### src/rtl/ysyx_23060124_pipe_skid_reg_if.sv
// Valid/ready handshake bundle for the pipeline skid register.
// The slave side is the register stage; the master side drives its upstream and downstream inputs.
interface ysyx_23060124_pipe_skid_reg_if #(
    parameter int DATA_W = 128
);
    logic              i_valid;
    logic              o_ready;
    logic [DATA_W-1:0] i_data;
    logic              o_valid;
    logic              i_ready;
    logic [DATA_W-1:0] o_data;
    logic [1:0]        o_level;

    modport slave (
        input  i_valid, i_data, i_ready,
        output o_ready, o_valid, o_data, o_level
    );

    modport master (
        output i_valid, i_data, i_ready,
        input  o_ready, o_valid, o_data, o_level
    );
endinterface

### src/rtl/ysyx_23060124_pipe_skid_reg.sv
// Pipeline register stage: a single-entry register with combinational ready (MODE=0)
// or a two-entry skid buffer with registered ready (MODE=1). Flush empties the stage.
module ysyx_23060124_pipe_skid_reg #(
    parameter int DATA_W       = 128,
    parameter int MODE         = 1,
    parameter int CLR_ON_FLUSH = 1
) (
    input  logic                               clock,
    input  logic                               reset,
    input  logic                               i_flush,
    ysyx_23060124_pipe_skid_reg_if.slave       bus
);

    // State encoding doubles as the held-entry count.
    typedef enum logic [1:0] {
        EMPTY = 2'd0,
        BUSY  = 2'd1,
        FULL  = 2'd2
    } state_e;

    state_e            state_q, state_d;
    logic [DATA_W-1:0] main_q, main_d;
    logic [DATA_W-1:0] skid_q, skid_d;
    logic              ready;
    logic              in_xfer;
    logic              out_xfer;

    if (MODE == 1) begin : g_skid
        assign ready = !reset && !i_flush && (state_q != FULL);
    end else begin : g_single
        assign ready = !reset && !i_flush && ((state_q == EMPTY) || bus.i_ready);
    end

    assign in_xfer  = bus.i_valid && ready;
    assign out_xfer = (state_q != EMPTY) && bus.i_ready;

    always_comb begin
        state_d = state_q;
        main_d  = main_q;
        skid_d  = skid_q;
        if (i_flush) begin
            state_d = EMPTY;
            if (CLR_ON_FLUSH != 0) begin
                main_d = '0;
                skid_d = '0;
            end
        end else begin
            case (state_q)
                EMPTY: begin
                    if (in_xfer) begin
                        state_d = BUSY;
                        main_d  = bus.i_data;
                    end
                end
                BUSY: begin
                    if (in_xfer && out_xfer) begin
                        main_d = bus.i_data;
                    end else if (in_xfer) begin
                        state_d = FULL;
                        skid_d  = bus.i_data;
                    end else if (out_xfer) begin
                        state_d = EMPTY;
                    end
                end
                FULL: begin
                    if (out_xfer) begin
                        state_d = BUSY;
                        main_d  = skid_q;
                    end
                end
                default: state_d = EMPTY;
            endcase
        end
    end

    always_ff @(posedge clock) begin
        if (reset) begin
            state_q <= EMPTY;
            main_q  <= '0;
            skid_q  <= '0;
        end else begin
            state_q <= state_d;
            main_q  <= main_d;
            skid_q  <= skid_d;
        end
    end

    assign bus.o_ready = ready;
    assign bus.o_valid = (state_q != EMPTY);
    assign bus.o_data  = main_q;
    assign bus.o_level = state_q;

endmodule

### src/flat_wrapper.sv
// flat-port wrapper written by rule: the top's interface ports become plain ports
module ysyx_23060124_pipe_skid_reg_flat 
#(
    parameter int DATA_W       = 128,
    parameter int MODE         = 1,
    parameter int CLR_ON_FLUSH = 1
)
  (clock, reset, i_flush, bus_i_valid, bus_i_data, bus_i_ready, bus_o_ready, bus_o_valid, bus_o_data, bus_o_level);
  ysyx_23060124_pipe_skid_reg_if #(.DATA_W(DATA_W)) bus_i ();
  input  logic clock;
  input  logic reset;
  input  logic i_flush;
  input wire logic [$bits(bus_i.i_valid)-1:0] bus_i_valid;
  input wire logic [$bits(bus_i.i_data)-1:0] bus_i_data;
  input wire logic [$bits(bus_i.i_ready)-1:0] bus_i_ready;
  output wire logic [$bits(bus_i.o_ready)-1:0] bus_o_ready;
  output wire logic [$bits(bus_i.o_valid)-1:0] bus_o_valid;
  output wire logic [$bits(bus_i.o_data)-1:0] bus_o_data;
  output wire logic [$bits(bus_i.o_level)-1:0] bus_o_level;
  assign bus_i.i_valid = bus_i_valid;
  assign bus_i.i_data = bus_i_data;
  assign bus_i.i_ready = bus_i_ready;
  assign bus_o_ready = bus_i.o_ready;
  assign bus_o_valid = bus_i.o_valid;
  assign bus_o_data = bus_i.o_data;
  assign bus_o_level = bus_i.o_level;
  ysyx_23060124_pipe_skid_reg #(.DATA_W(DATA_W), .MODE(MODE), .CLR_ON_FLUSH(CLR_ON_FLUSH)) u_core (.clock(clock), .reset(reset), .i_flush(i_flush), .bus(bus_i));
endmodule
### config.mk
export PLATFORM = sky130hd
export DESIGN_NAME = ysyx_23060124_pipe_skid_reg_flat
export DESIGN_NICKNAME = d
export VERILOG_FILES = /design/src/rtl/ysyx_23060124_pipe_skid_reg_if.sv /design/src/rtl/ysyx_23060124_pipe_skid_reg.sv /design/src/flat_wrapper.sv
export SDC_FILE = /design/constraint.sdc
export NUM_CORES = 1
export LEC_CHECK = 0
export CAP_MARGIN = 5
export CORE_MARGIN = 1
export CORE_UTILIZATION = 70
export CTS_BUF_LIST = sky130_fd_sc_hd__clkbuf_2
export DETAILED_ROUTE_END_ITERATION = 12
export DONT_BUFFER_PORTS = 1
export GPL_ROUTABILITY_DRIVEN = 0
export PLACE_DENSITY = 0.91
export SYNTH_ARGS = -nofsm -noshare
export SYNTH_HDL_FRONTEND = slang
export SYNTH_SLANG_ARGS = --single-unit
export TNS_END_PERCENT = 30
### constraint.sdc
create_clock -name clock -period 2.54 [get_ports clock]
set_input_delay 0.508 -clock clock [delete_from_list [all_inputs] [get_ports clock]]
set_output_delay 0.508 -clock clock [all_outputs]
set_load 0.1 [all_outputs]
[Word level (Yosys, flattened, before mapping)]
Cells that the tools add are included.
Widths: inputs -> output; s select.
Storage, ports and cells
  register bits after elaboration: 258
  input port bits: 133
  output and inout bits: 132
  logic and storage cells: 36
Operators by class
  equal/unequal tests: 8
  muxes and demuxes: 10
  bitwise operators: 1
  reductions and logical operators: 14
Operator list (count)
  $mux 128: 3
  $pmux 128 s3: 1
  $mux 2: 5
  $reduce_and 4->1: 2
  $ne 2x1->1 const B: 3
  $pmux 2 s3: 1
  $logic_and 1x1->1: 5
  $ne 2x2->1 const B: 2
  $ne 3x1->1 const B: 1
  $reduce_and 3->1: 1
  $reduce_bool 3->1: 1
  $eq 2x1->1 const B: 1
  $eq 2x2->1 const B: 1
  $logic_not 1->1: 2
  $logic_not 2->1: 1
  $reduce_bool 2->1: 1
  $reduce_or 2->1: 1
  $not 1->1: 1

[Depth between registers and ports, before layout]
  depth after elaboration: 7
  depth in mapped cells: 7
  gate-level depth less buffers: 3

[Worst setup path after synthesis]
Ideal clock, no wire load.
  kind: register -> output
  from: register u_core.state_q[0] (netlist: u_core.bus.o_level[0])
  to: output port bus_o_ready
  data arrival time: 2.434 ns
  required time: 2.032 ns
  setup slack: -0.402 ns
  stages on the path, launching flop included: 6
  buffers on the path: 3
  cells stage by stage: dfxtp_1 > nand2b_1 > buf_2 > buf_4 > buf_4 > and2_1
On the way
  cells in the longest elaborated chain, start to end: 2
Ends and longest elaborated chain
  from (decl): line ysyx_23060124_pipe_skid_reg.sv:21  | state_e state_q, state_d;
  from (signal assigned): line ysyx_23060124_pipe_skid_reg.sv:82  | state_q <= state_d;
  $ne 2x2->1: line ysyx_23060124_pipe_skid_reg.sv:29  | assign ready = !reset && !i_flush && (state_q != FULL);
  $logic_and 1x1->1: line ysyx_23060124_pipe_skid_reg.sv:29
  to (decl): line flat_wrapper.sv:16  | output wire logic [$bits(bus_i.o_ready)-1:0] bus_o_ready;
No other way between the ends.

[Final worst setup path]
  from: register u_core.state_q[1] (netlist: u_core.bus.o_level[1])
  to: output port bus_o_ready
Same word-level chain as after synthesis.

==> flow_summary.json <==
{
  "h-tree-depth": 2,
  "final_cell_area_sq_um": 13950,
  "synth_common_cells": "dfxtp_1 (258), a211oi_1 (257), a21oi_1 (129), mux2i_1 (129), nand3_1 (128)",
  "crit_fanout": 7,
  "synth-edff-count": 0,
  "hold_viol_final": 0,
  "clockBufferDepth": 3,
  "viasPerCell": 7.511,
  "synth_cell_types": 25,
  "post_drt_wl_per_cell_microns": 27.09,
  "status": "finished, final reports clean",
  "rsz0062_at_grt": "no",
  "cp-end-kind": "primary output",
  "grt_usage_pct": 54.47,
  "synth_fp_nets": 1335,
  "placed_area_sq_um": 12090,
  "cts_tree": "built",
  "required_ns": 2.03,
  "ys_seq_area_share_pct": 46.14,
  "io_buffers": 0,
  "synth_area_leaders": "dfxtp_1 (46%), a211oi_1 (17%), mux2i_1 (12%)",
  "coreArea_sq_um": 15430,
  "yosys.area.top_type": "dfxtp_1",
  "antenna_left": 0,
  "yosysTopAreaCellShare_pct": 46.14,
  "first_pass_iters": 8,
  "tightest_slew_ns": 0.8403,
  "dpl.cell_count": 1412,
  "yosys_most_used_dff": "dfxtp_1",
  "drt_iter0_drc": 2360,
  "cp-start-kind": "register",
  "path_class": "register to primary output",
  "drive_above_1_share_pct": 18.30,
  "setup_viol": 0,
  "die_y_microns": 128.5,
  "grt_pass1_wl_microns": 69810,
  "yosysWarnings": 0,
  "fin_util_pct": 90.45,
  "grt_pass1_vias": 12370,
  "wl_microns": 44920,
  "timing.final.crit_share_pct": 96.30,
  "leakage_nw": 5.720,
  "die_w_microns": 128.5,
  "antenna_found_initial": 6,
  "io_pins": 265,
  "ir_drop_mv": 0.5140,
  "hold_class": "primary input to register",
  "syn_area_sq_um": 11190,
  "numCtsBuffers": 60,
  "drc": 0,
  "grt_overflow": 0,
  "start_util_pct": 72.55,
  "fin_skew_ns": 0.06240,
  "cts_sinks": 258,
  "slew_violations": 0,
  "nNetsFinal": 1528,
  "fillCellCount": 634,
  "fin_crit_ns": 2.446,
  "cts_root_buffer": "clkbuf_2",
  "fin_cells": 1658,
  "synthArstFlopShare_pct": 0,
  "tns_ns": 0,
  "grt_max_degree": 109,
  "syn_avg_cell_area_sq_um": 9.312,
  "fmax_mhz": 408.8,
  "syn2layout_area_growth_pct": 24.66,
  "power_density_nw_per_um2": 587.5,
  "die-area_sq_um": 16500,
  "cts.clk_slew.worst_paths_ns": 0.11,
  "insertion_delay_ns": 0.91,
  "synthCells": 1202,
  "drv_cap": 0,
  "vias": 12450,
  "dp_hpwl_microns": 18820,
  "synth_seq_cells": 258,
  "synth_most_common_cell": "dfxtp_1",
  "critical_path_arrival_ns": 1.94,
  "rows": 45,
  "relSlewSlack_pct": 43.98
}
sequential cells by signal, summed over array words and instances (netlist names):
register,cells
u_core.bus.o_data,128
u_core.skid_q,128
u_core.bus.o_level,2
cells in the final DEF, fill, tap and decap left out, types with 2 or more instances in the layout:
| cell | n |
|---|---|
| clkinv_2 | 3 |
| diode_2 | 4 |
| clkinv_1 | 17 |
| or2_4 | 2 |
| a21oi_1 | 129 |
| buf_12 | 12 |
| nand2b_4 | 2 |
| dlygate4sd3_1 | 131 |
| o21ai_0 | 126 |
| nand3_1 | 128 |
| o21ai_1 | 2 |
| buf_4 | 143 |
| dfxtp_1 | 256 |
| a211oi_1 | 257 |
| mux2i_1 | 129 |
| clkbuf_2 | 91 |
per-stage QoR:
stage	setup slack (ns)	hold slack (ns)	power, mW
3_3_place_gp	0.5049	0.4585	5.164
5_1_grt	0.001687	0.05869	8.407
3_5_place_dp	0.3759	0.4654	5.187
2_1_floorplan	0.2442	0.4532	4.996
4_1_cts	0.005850	0.06620	7.897
6_report	0.09391	0.1207	8.198
logic make-up (layout without fill, tap and decap cells):
group | count (synthesis) | count (layout) | share of synthesized area (%)
AO/OA/AOI/OAI | 516 | 516 | 28.86
buffers and inverters | 157 | 398 | 6.707
flip-flops | 258 | 258 | 46.14
multiplexers | 129 | 129 | 11.54
other | 0 | 4 | 0
AND/OR/NAND/NOR | 142 | 142 | 6.752
worst max-delay path, cell delays in order (launching register included):
cell and delay [ns]:
dfxtp_4 0.62, nand2b_4 0.12, and2_4 0.17, buf_12 0.17
worst paths after layout:
kind	slack [ns]	startpoint	cells past startpoint	to
setup reg to reg	0.24	u_core.bus.o_level[1]	5	u_core.skid_q[97]
setup / recovery	0.09	u_core.bus.o_level[1]	3	bus_o_ready
hold reg to reg	0.48	u_core.skid_q[9]	2	u_core.skid_q[9]
hold / removal	0.12	reset	2	u_core.skid_q[109]
where the power goes:
part	internal, mW	switching, mW	leakage [nW]	total [mW]
Sequential	4.10	0.0328	2.08	4.13
Clock	0.944	1.86	0.412	2.80
Combinational	0.376	0.887	3.22	1.26
Total	5.42	2.78	5.72	8.20
routing by layer:
layer | part of all wire (%) | wire length [microns] | vias to the layer above | GRT usage (%)
met5 | 0.038 | 17 | - | 0
met3 | 13 | 6014 | 436 | 24.45
li1 | - | - | 4994 | -
met2 | 45 | 20160 | 1349 | 85.41
met1 | 32 | 14590 | 5670 | 57.28
met4 | 9.2 | 4135 | 4 | 42.63
area by class of cell:
class | instances | area, sq um | area share (%)
repair buffers | 288 | 2641 | 18.93
diodes | 4 | 10.01 | 0.07174
multi-input cells | 787 | 5339 | 38.26
clock inverters | 20 | 78.83 | 0.5649
well taps | 211 | 264.0 | 1.892
clock buffers | 90 | 450.4 | 3.228
flip-flops and latches | 258 | 5170 | 37.05
repair_timing:
action                     4_1_cts  5_1_grt
hold endpoints to repair       258        0
buffers inserted                 0        1
pin swaps                        0        2
setup endpoints to repair        2        2
gates resized for setup          2        2
hold buffers                   131        0
No activity file was read; power rests on OpenSTA's default activity.
